<file path="src/rtl/level_countdown_timer.sv">
// Per-level countdown timer: loads a level-dependent duration on start_timer,
// counts whole seconds down in BCD and pulses timerend when the count hits 00.
//
// state   | meaning
// --------+--------------------------------------------------------------
// IDLE    | after reset; digits 00, not running
// RUN     | counting (or frozen); running=1
// EXPIRED | reached 00, timerend pulsed; digits hold 00 until restart
module level_countdown_timer #(
    parameter int TICKS_PER_SEC = 31500000,
    parameter int BASE_TIME     = 60,
    parameter int TIME_STEP     = 8,
    parameter int MIN_TIME      = 20,
    parameter int WARN_TIME     = 10
) (
    input  logic       clk,
    input  logic       resetN,
    input  logic       start_timer,
    input  logic [2:0] level,
    input  logic       freeze,
    output logic       timerend,
    output logic       running,
    output logic [3:0] sec_tens,
    output logic [3:0] sec_ones,
    output logic       warning,
    output logic       blink
);

    localparam int DIV_W = (TICKS_PER_SEC > 2) ? $clog2(TICKS_PER_SEC) : 1;
    localparam logic [DIV_W-1:0] DIV_LAST = DIV_W'(TICKS_PER_SEC - 1);
    localparam logic [DIV_W-1:0] DIV_HALF = DIV_W'(TICKS_PER_SEC / 2);

    typedef enum logic [1:0] {
        IDLE    = 2'd0,
        RUN     = 2'd1,
        EXPIRED = 2'd2
    } state_t;

    state_t           state_q, state_d;
    logic [DIV_W-1:0] div_q, div_d;
    logic [3:0]       tens_q, tens_d;
    logic [3:0]       ones_q, ones_d;
    logic             timerend_q, timerend_d;

    logic [6:0]       dur;
    logic [3:0]       load_tens;
    logic [3:0]       load_ones;
    logic [6:0]       remaining;
    logic             last_sec;

    // Signed int arithmetic so a high level can never wrap below MIN_TIME.
    function automatic logic [6:0] duration(input logic [2:0] lvl_in);
        int lvl;
        int d;
        lvl = (lvl_in == 3'd0) ? 1 : int'(lvl_in);
        d   = BASE_TIME - (lvl - 1) * TIME_STEP;
        if (d < MIN_TIME) begin
            d = MIN_TIME;
        end
        return 7'(d);
    endfunction

    always_comb begin
        dur       = duration(level);
        load_tens = 4'(dur / 7'd10);
        load_ones = 4'(dur % 7'd10);
    end

    assign remaining = 7'({3'b000, tens_q} * 7'd10) + {3'b000, ones_q};
    assign last_sec  = (tens_q == 4'd0) && (ones_q <= 4'd1);

    always_ff @(posedge clk or negedge resetN) begin
        if (!resetN) begin
            state_q    <= IDLE;
            div_q      <= '0;
            tens_q     <= 4'd0;
            ones_q     <= 4'd0;
            timerend_q <= 1'b0;
        end else begin
            state_q    <= state_d;
            div_q      <= div_d;
            tens_q     <= tens_d;
            ones_q     <= ones_d;
            timerend_q <= timerend_d;
        end
    end

    always_comb begin
        state_d    = state_q;
        div_d      = div_q;
        tens_d     = tens_q;
        ones_d     = ones_q;
        timerend_d = 1'b0;

        if (start_timer) begin
            state_d = RUN;
            div_d   = '0;
            tens_d  = load_tens;
            ones_d  = load_ones;
        end else begin
            case (state_q)
                RUN: begin
                    if (!freeze) begin
                        if (div_q == DIV_LAST) begin
                            div_d = '0;
                            if (last_sec) begin
                                // Also catches a stray 00 so the digits never underflow.
                                tens_d     = 4'd0;
                                ones_d     = 4'd0;
                                state_d    = EXPIRED;
                                timerend_d = (ones_q == 4'd1);
                            end else if (ones_q != 4'd0) begin
                                ones_d = ones_q - 4'd1;
                            end else begin
                                ones_d = 4'd9;
                                tens_d = tens_q - 4'd1;
                            end
                        end else begin
                            div_d = div_q + 1'b1;
                        end
                    end
                end
                EXPIRED: begin
                    tens_d = 4'd0;
                    ones_d = 4'd0;
                end
                default: begin
                    state_d = IDLE;
                    tens_d  = 4'd0;
                    ones_d  = 4'd0;
                end
            endcase
        end
    end

    assign timerend = timerend_q;
    assign running  = (state_q == RUN);
    assign sec_tens = tens_q;
    assign sec_ones = ones_q;
    assign warning  = running && (int'(remaining) <= WARN_TIME);
    assign blink    = warning && (div_q < DIV_HALF);

endmodule
</file>
<file path="config.mk">
export PLATFORM = sky130hd
export DESIGN_NAME = level_countdown_timer
export DESIGN_NICKNAME = d
export VERILOG_FILES = /design/src/rtl/level_countdown_timer.sv
export SDC_FILE = /design/constraint.sdc
export NUM_CORES = 1
export LEC_CHECK = 0
export CAP_MARGIN = 20
export CELL_PAD_IN_SITES_DETAIL_PLACEMENT = 0
export CELL_PAD_IN_SITES_GLOBAL_PLACEMENT = 1
export CORE_MARGIN = 2
export CORE_UTILIZATION = 40
export DETAILED_ROUTE_END_ITERATION = 16
export GPL_TIMING_DRIVEN = 0
export PLACE_DENSITY_LB_ADDON = 0.1
export SYNTH_ARGS = -nofsm -noshare
export SYNTH_HDL_FRONTEND = slang
export SYNTH_SLANG_ARGS = --single-unit
export TNS_END_PERCENT = 30
</file>
<file path="constraint.sdc">
create_clock -name clk -period 2.4 [get_ports clk]
set_input_delay 0.24 -clock clk [delete_from_list [all_inputs] [get_ports clk]]
set_output_delay 0.24 -clock clk [all_outputs]
set_load 0.005 [all_outputs]
</file>
# ---- After elaboration in Yosys (flattened, before gate mapping)
# Index checks and enable logic that the tools add are counted.
# W data, S select, Z words.
dict set report word_totals {
  reg_bits 36
  in_bits 7
  out_inout_bits 12
  wordCells 67
}
dict set report classes {
  addsub 6
  multipliers 1
  div_mod_pow 2
  n_lt_le_gt_ge 4
  n_eq_ne 10
  n_mux 28
  n_reduce_logical 11
}
# op n
set op_table {}
lappend op_table {{$mux W25} 4}
lappend op_table {{$mux W4} 12}
lappend op_table {{$add A25 B1 Y25 const B} 1}
lappend op_table {{$eq A25 B25 Y1 const B} 1}
lappend op_table {{$lt A25 B24 Y1 const B} 1}
lappend op_table {{$lt A8 B6 Y1 const B} 1}
lappend op_table {{$mux W2} 4}
lappend op_table {{$sub A4 B1 Y4 const B} 2}
lappend op_table {{$sub A7 B7 Y8 const A} 1}
lappend op_table {{$add A7 B4 Y7} 1}
lappend op_table {{$div A7 B4 Y7 const B} 1}
lappend op_table {{$le A7 B4 Y1 const B} 1}
lappend op_table {{$mod A7 B4 Y7 const B} 1}
lappend op_table {{$mux W7} 1}
lappend op_table {{$mul A4 B3 Y6 const B} 1}
lappend op_table {{$ne A3 B2 Y1 const B} 2}
lappend op_table {{$mux W1} 5}
lappend op_table {{$eq A4 B1 Y1 const B} 1}
lappend op_table {{$le A4 B1 Y1 const B} 1}
lappend op_table {{$logic_not A4 Y1} 1}
lappend op_table {{$ne A2 B2 Y1 const B} 2}
lappend op_table {{$ne A4 B4 Y1 const B} 1}
lappend op_table {{$pmux W2 S2} 1}
lappend op_table {{$reduce_and A2 Y1} 2}
lappend op_table {{other kinds (11)} 13}

# ---- Longest topological paths before layout
dict set report depth {
  depth_word 8
  ltp_mapped 9
}

# ---- Worst setup path after synthesis
# No wires, ideal clock.
dict set report synth_timing {
  path_type {reg-to-output}
  startpoint {register tens_q[1] (netlist: sec_tens[1])}
  endpoint {output port blink}
  arrival_ns 2.658
  t_required_ns 2.160
  path_slack_ns -0.498
  stages_incl_launch_ff 9
  path_buffers 0
  cell_sequence {dfrtp_1 ha_1 ha_1 fa_1 xor2_1 a2111oi_0 a31oi_1 a2111oi_0 nor3b_1}
}
dict set report synth_via {
  elab_chain_len 5
}
# item line
set synth_rtl {}
lappend synth_rtl {{start, declared} 41} ;# logic [3:0] tens_q, tens_d;
lappend synth_rtl {{start signal, assigned} 82} ;# tens_q <= tens_d;
lappend synth_rtl {{$mul A4 B3 Y6} 69} ;# assign remaining = 7'({3'b000, tens_q} * 7'd10) + {3'b000, ones_q};
lappend synth_rtl {{$add A7 B4 Y7} 69}
lappend synth_rtl {{$le A7 B4 Y1} 140} ;# assign warning = running && (int'(remaining) <= WARN_TIME);
lappend synth_rtl {{$logic_and A1 B1 Y1} 140}
lappend synth_rtl {{named net warning} 25} ;# output logic warning,
lappend synth_rtl {{$logic_and A1 B1 Y1} 141} ;# assign blink = warning && (div_q < DIV_HALF);
lappend synth_rtl {{end, declared} 26} ;# output logic blink
# The timed path passes the listed nets, and every way through them passes these cells.

# ---- Worst setup path after layout
dict set report layout_timing {
  startpoint {register tens_q[3] (netlist: sec_tens[3])}
  endpoint {output port blink}
}
dict set report layout_via {
  elab_chain_len 5
}
# item line
set layout_rtl {}
lappend layout_rtl {{$mul A4 B3 Y6} 69}
lappend layout_rtl {{$add A7 B4 Y7} 69}
lappend layout_rtl {{$le A7 B4 Y1} 140}
lappend layout_rtl {{$logic_and A1 B1 Y1} 140}
lappend layout_rtl {{$logic_and A1 B1 Y1} 141}
# Every way passes these cells.

==> run summary <==
Status: complete, but fails checks
Failing checks: setup timing
DP HPWL: 4.761 mm
Post-synthesis mux area share: 1.685%
Vias: 2345
Synth Area in Simple Gates: 27.67%
Slowest stage cell, crit path: dfrtp_2
Met2 Routed Length: 3.468 mm
Worst Path Max Fanout: 2
Power Total: 0.001816 W
Post-synth top flop: dfrtp_1
Final RePlAce weighted congestion: 0.7505
Period minus WS final: 2.815 ns
CTS max path bufs: 2
Share of cells above drive strength 1: 15.94%
Setup WS pre-CTS: -0.6953 ns
Adder-Cell Fraction of Synth Area: 6.228%
Area Growth Syn to Fin: 22.46%
Synth cell types: 51
PD cells: 605.0 nW/um^2
# rows: 28
Met3 routed WL: 201 um
Crit path depth: 10
RSZ-0062 raised after global routing: yes
EDFF count, synth: 0
Wire length per cell: 16.93 um
Overall routing resource usage: 21.75%
Largest family of logic cells by synthesized area: simple AND/OR/NAND/NOR gates
DIE AREA: 6770 um^2
Number of synthesis warnings: 0
Register area share after synthesis: 36.75%
Root Driver: clkbuf_8
WP buf/inv: 2
Syn Area/Cell: 8.511 um^2
XOR/XNOR share of the synthesized area: 1.787%
I/O pin total: 19
Initial core utilization: 41.40%
FFs w/ async S/R, synth: 100.0%
Top layer in use: met4
Clk_skew: 0.003898 ns
Vias in the first global route: 2276
Fin crit share: 117.3%
Leak pwr: 1.231 nW
Worst hold path type: input pin to asynchronous set/reset pin
Mapped Nets: 306
Worst Setup End Kind: primary output
Worst stage delay on the critical path: 0.43 ns
Final hold violations: 0
H-tree depth: 2
Commonest non-fill, non-tap cell in the layout: dfrtp_1
Number of remaining DRC errors: 0
Data arrival, critical path: 2.57 ns
Routed wire length: 6.688 mm
Startpoint types: flop
Most frequent CP cell: ha_4
Peak VDD IR: 0.3546 mV
I/O Buffers: 17
Critical path required time: 2.16 ns
ANT cells: 0
Drt via density: 5.937
Antenna violations before repair: 0
Die height: 82.28 um
Worst-case reg-to-reg path depth: 5
Met1 WL: 2.942 mm
DRT Pass-1 Iters: 4
TritonCTS clock tree: built
Complex-gate fraction of the synthesized area: 21.34%
Cells after synthesis: 288
Fin. max-slew vios: 0
Slew @ Worst Pin: 0.5400 ns
Total Nets Final: 338
Post-route ant nets: 0
MaxCap Viol Count: 0
Num CTS Buffers: 5
CP delay by family, top: adder cells
Fmax: 355.3 MHz
First-pass GRT wire length: 11.15 mm
FF+latch count, synth: 36
Worst-path clk slew: 0.07 ns
DR iter-0 viols: 101
Clock Latency Late Sink: 0.29 ns
Crit Path Category: flop to primary output
Core Box Area: 5921 um^2
Largest net degree at the start of global routing: 23
Setup Viol. Count Final: 2
Max-slew headroom: 64.00%
Most frequent cells in the layout: dfrtp_1 (32), nand2_1 (29), a21oi_1 (23), nand3_1 (19), o21ai_0 (16)
Die X: 82.28 um
Netlist Area Pre-Place: 2451 um^2
Clk sinks: 36
Grt ovf: 0
CP cell instances: ha_4 > ha_4 > fa_2 > xor2_2 > buf_4 > xnor2_2 > a31oi_1 > a2111oi_2 > nor3b_2 > buf_2
Fill cells: 595
PnR worst setup slack: -0.4147 ns
## cell usage after synthesis, drive strengths merged (3+ instances only)
master | count | area (um^2)
a21o | 7 | 52.55
a31oi | 11 | 68.82
nand2b | 4 | 25.02
xnor2 | 4 | 35.03
inv | 12 | 45.04
dfrtp | 36 | 900.9
nor2 | 14 | 52.55
nand4 | 9 | 56.30
o211ai | 7 | 52.55
a21oi | 24 | 120.1
nor3 | 6 | 30.03
buf | 6 | 32.53
ha | 9 | 112.6
o31ai | 3 | 22.52
nor4 | 7 | 50.05
mux2i | 3 | 30.03
nand3 | 19 | 95.09
nand2 | 29 | 108.9
o21ai | 17 | 85.08
or2 | 3 | 18.77
or4 | 7 | 52.55
clkbuf | 9 | 33.78
or3 | 12 | 80.08
## worst paths after layout
| path | startpoint | endpoint | slack, ns |
|---|---|---|---|
| max in group asynchronous | resetN | div_q[10]$_DFFE_PN0P_ | 1.52 |
| worst max-delay path | sec_tens[3]$_DFFE_PN0P_ | blink | -0.41 |
| min in group clk | level[2] | sec_ones[3]$_DFFE_PN0P_ | 0.46 |
| worst min register to register | div_q[17]$_DFFE_PN0P_ | div_q[17]$_DFFE_PN0P_ | 0.52 |
| worst min-delay path | resetN | sec_ones[3]$_DFFE_PN0P_ | 0.40 |
| worst max register to register | div_q[17]$_DFFE_PN0P_ | sec_tens[1]$_DFFE_PN0P_ | 0.14 |
## sequential cells by signal, summed over array words and instances, names as in the netlist
register	count
div_q	25
timerend	1
sec_tens	4
sec_ones	4
state_q	2
## stage by stage
stage	hold slack, ns	std cells	util [%]	cell area, um^2	setup TNS [ns]
final	0.4043	395	50.70	3002	-0.7741
after global routing	0.4542	395	50.70	3002	-1.141
after CTS	0.4145	394	49.75	2945	-1.242
after detailed placement	0.1981	381	46.39	2746	-4.983
after global placement	0.5088	380	46.13	2731	-4.940
after floorplan	-0.05559	288	-	2467	-0.08010
## worst register-to-register path: stages (launching register included)
cell      delay [ns]
dfrtp_1         0.42
or4_4           0.56
nand4b_4        0.24
or3_4           0.41
a21oi_4         0.19
mux2_1          0.34
## kinds of logic (layout without fill, tap and decap cells)
logic type | Yosys count | count (layout)
DFF | 36 | 36
muxes | 4 | 4
xor gates and xnor gates | 5 | 5
AOI/OAI and AO/OA | 83 | 83
and+or+nand+nor | 122 | 122
adders and majority gates | 11 | 11
buffers and inverters | 27 | 59
## final cells by class
class                   instances  area (um^2)  area share (%)
plain buffers                  14        67.56           2.251
flip-flops and latches         36        905.9           30.18
well taps                      75        93.84           3.126
repair buffers                 26        241.5           8.045
clock buffers                   7        96.34           3.210
multi-input cells             225         1551           51.69
inverters                      12        45.04           1.501
## per-layer routing
metal  global-route usage, %  vias up
li1                        -     1149
met5                       0        -
met4                   7.167        0
met2                   39.60       46
met1                   25.39     1142
met3                   4.239        8
## timing repair
item	4_1_cts	5_1_grt
resized for setup	18	11
hold buffers	1	0
buffers inserted	5	2
endpoints found under the hold margin	14	0
pin swaps	5	7
endpoints found under the setup margin	12	25
## power by group
part	internal, W	switching (W)
sequential	0.000643	0.0000475
combinational	0.000326	0.000323
clock	0.000256	0.000221
No activity file was read; power rests on OpenSTA's default activity.
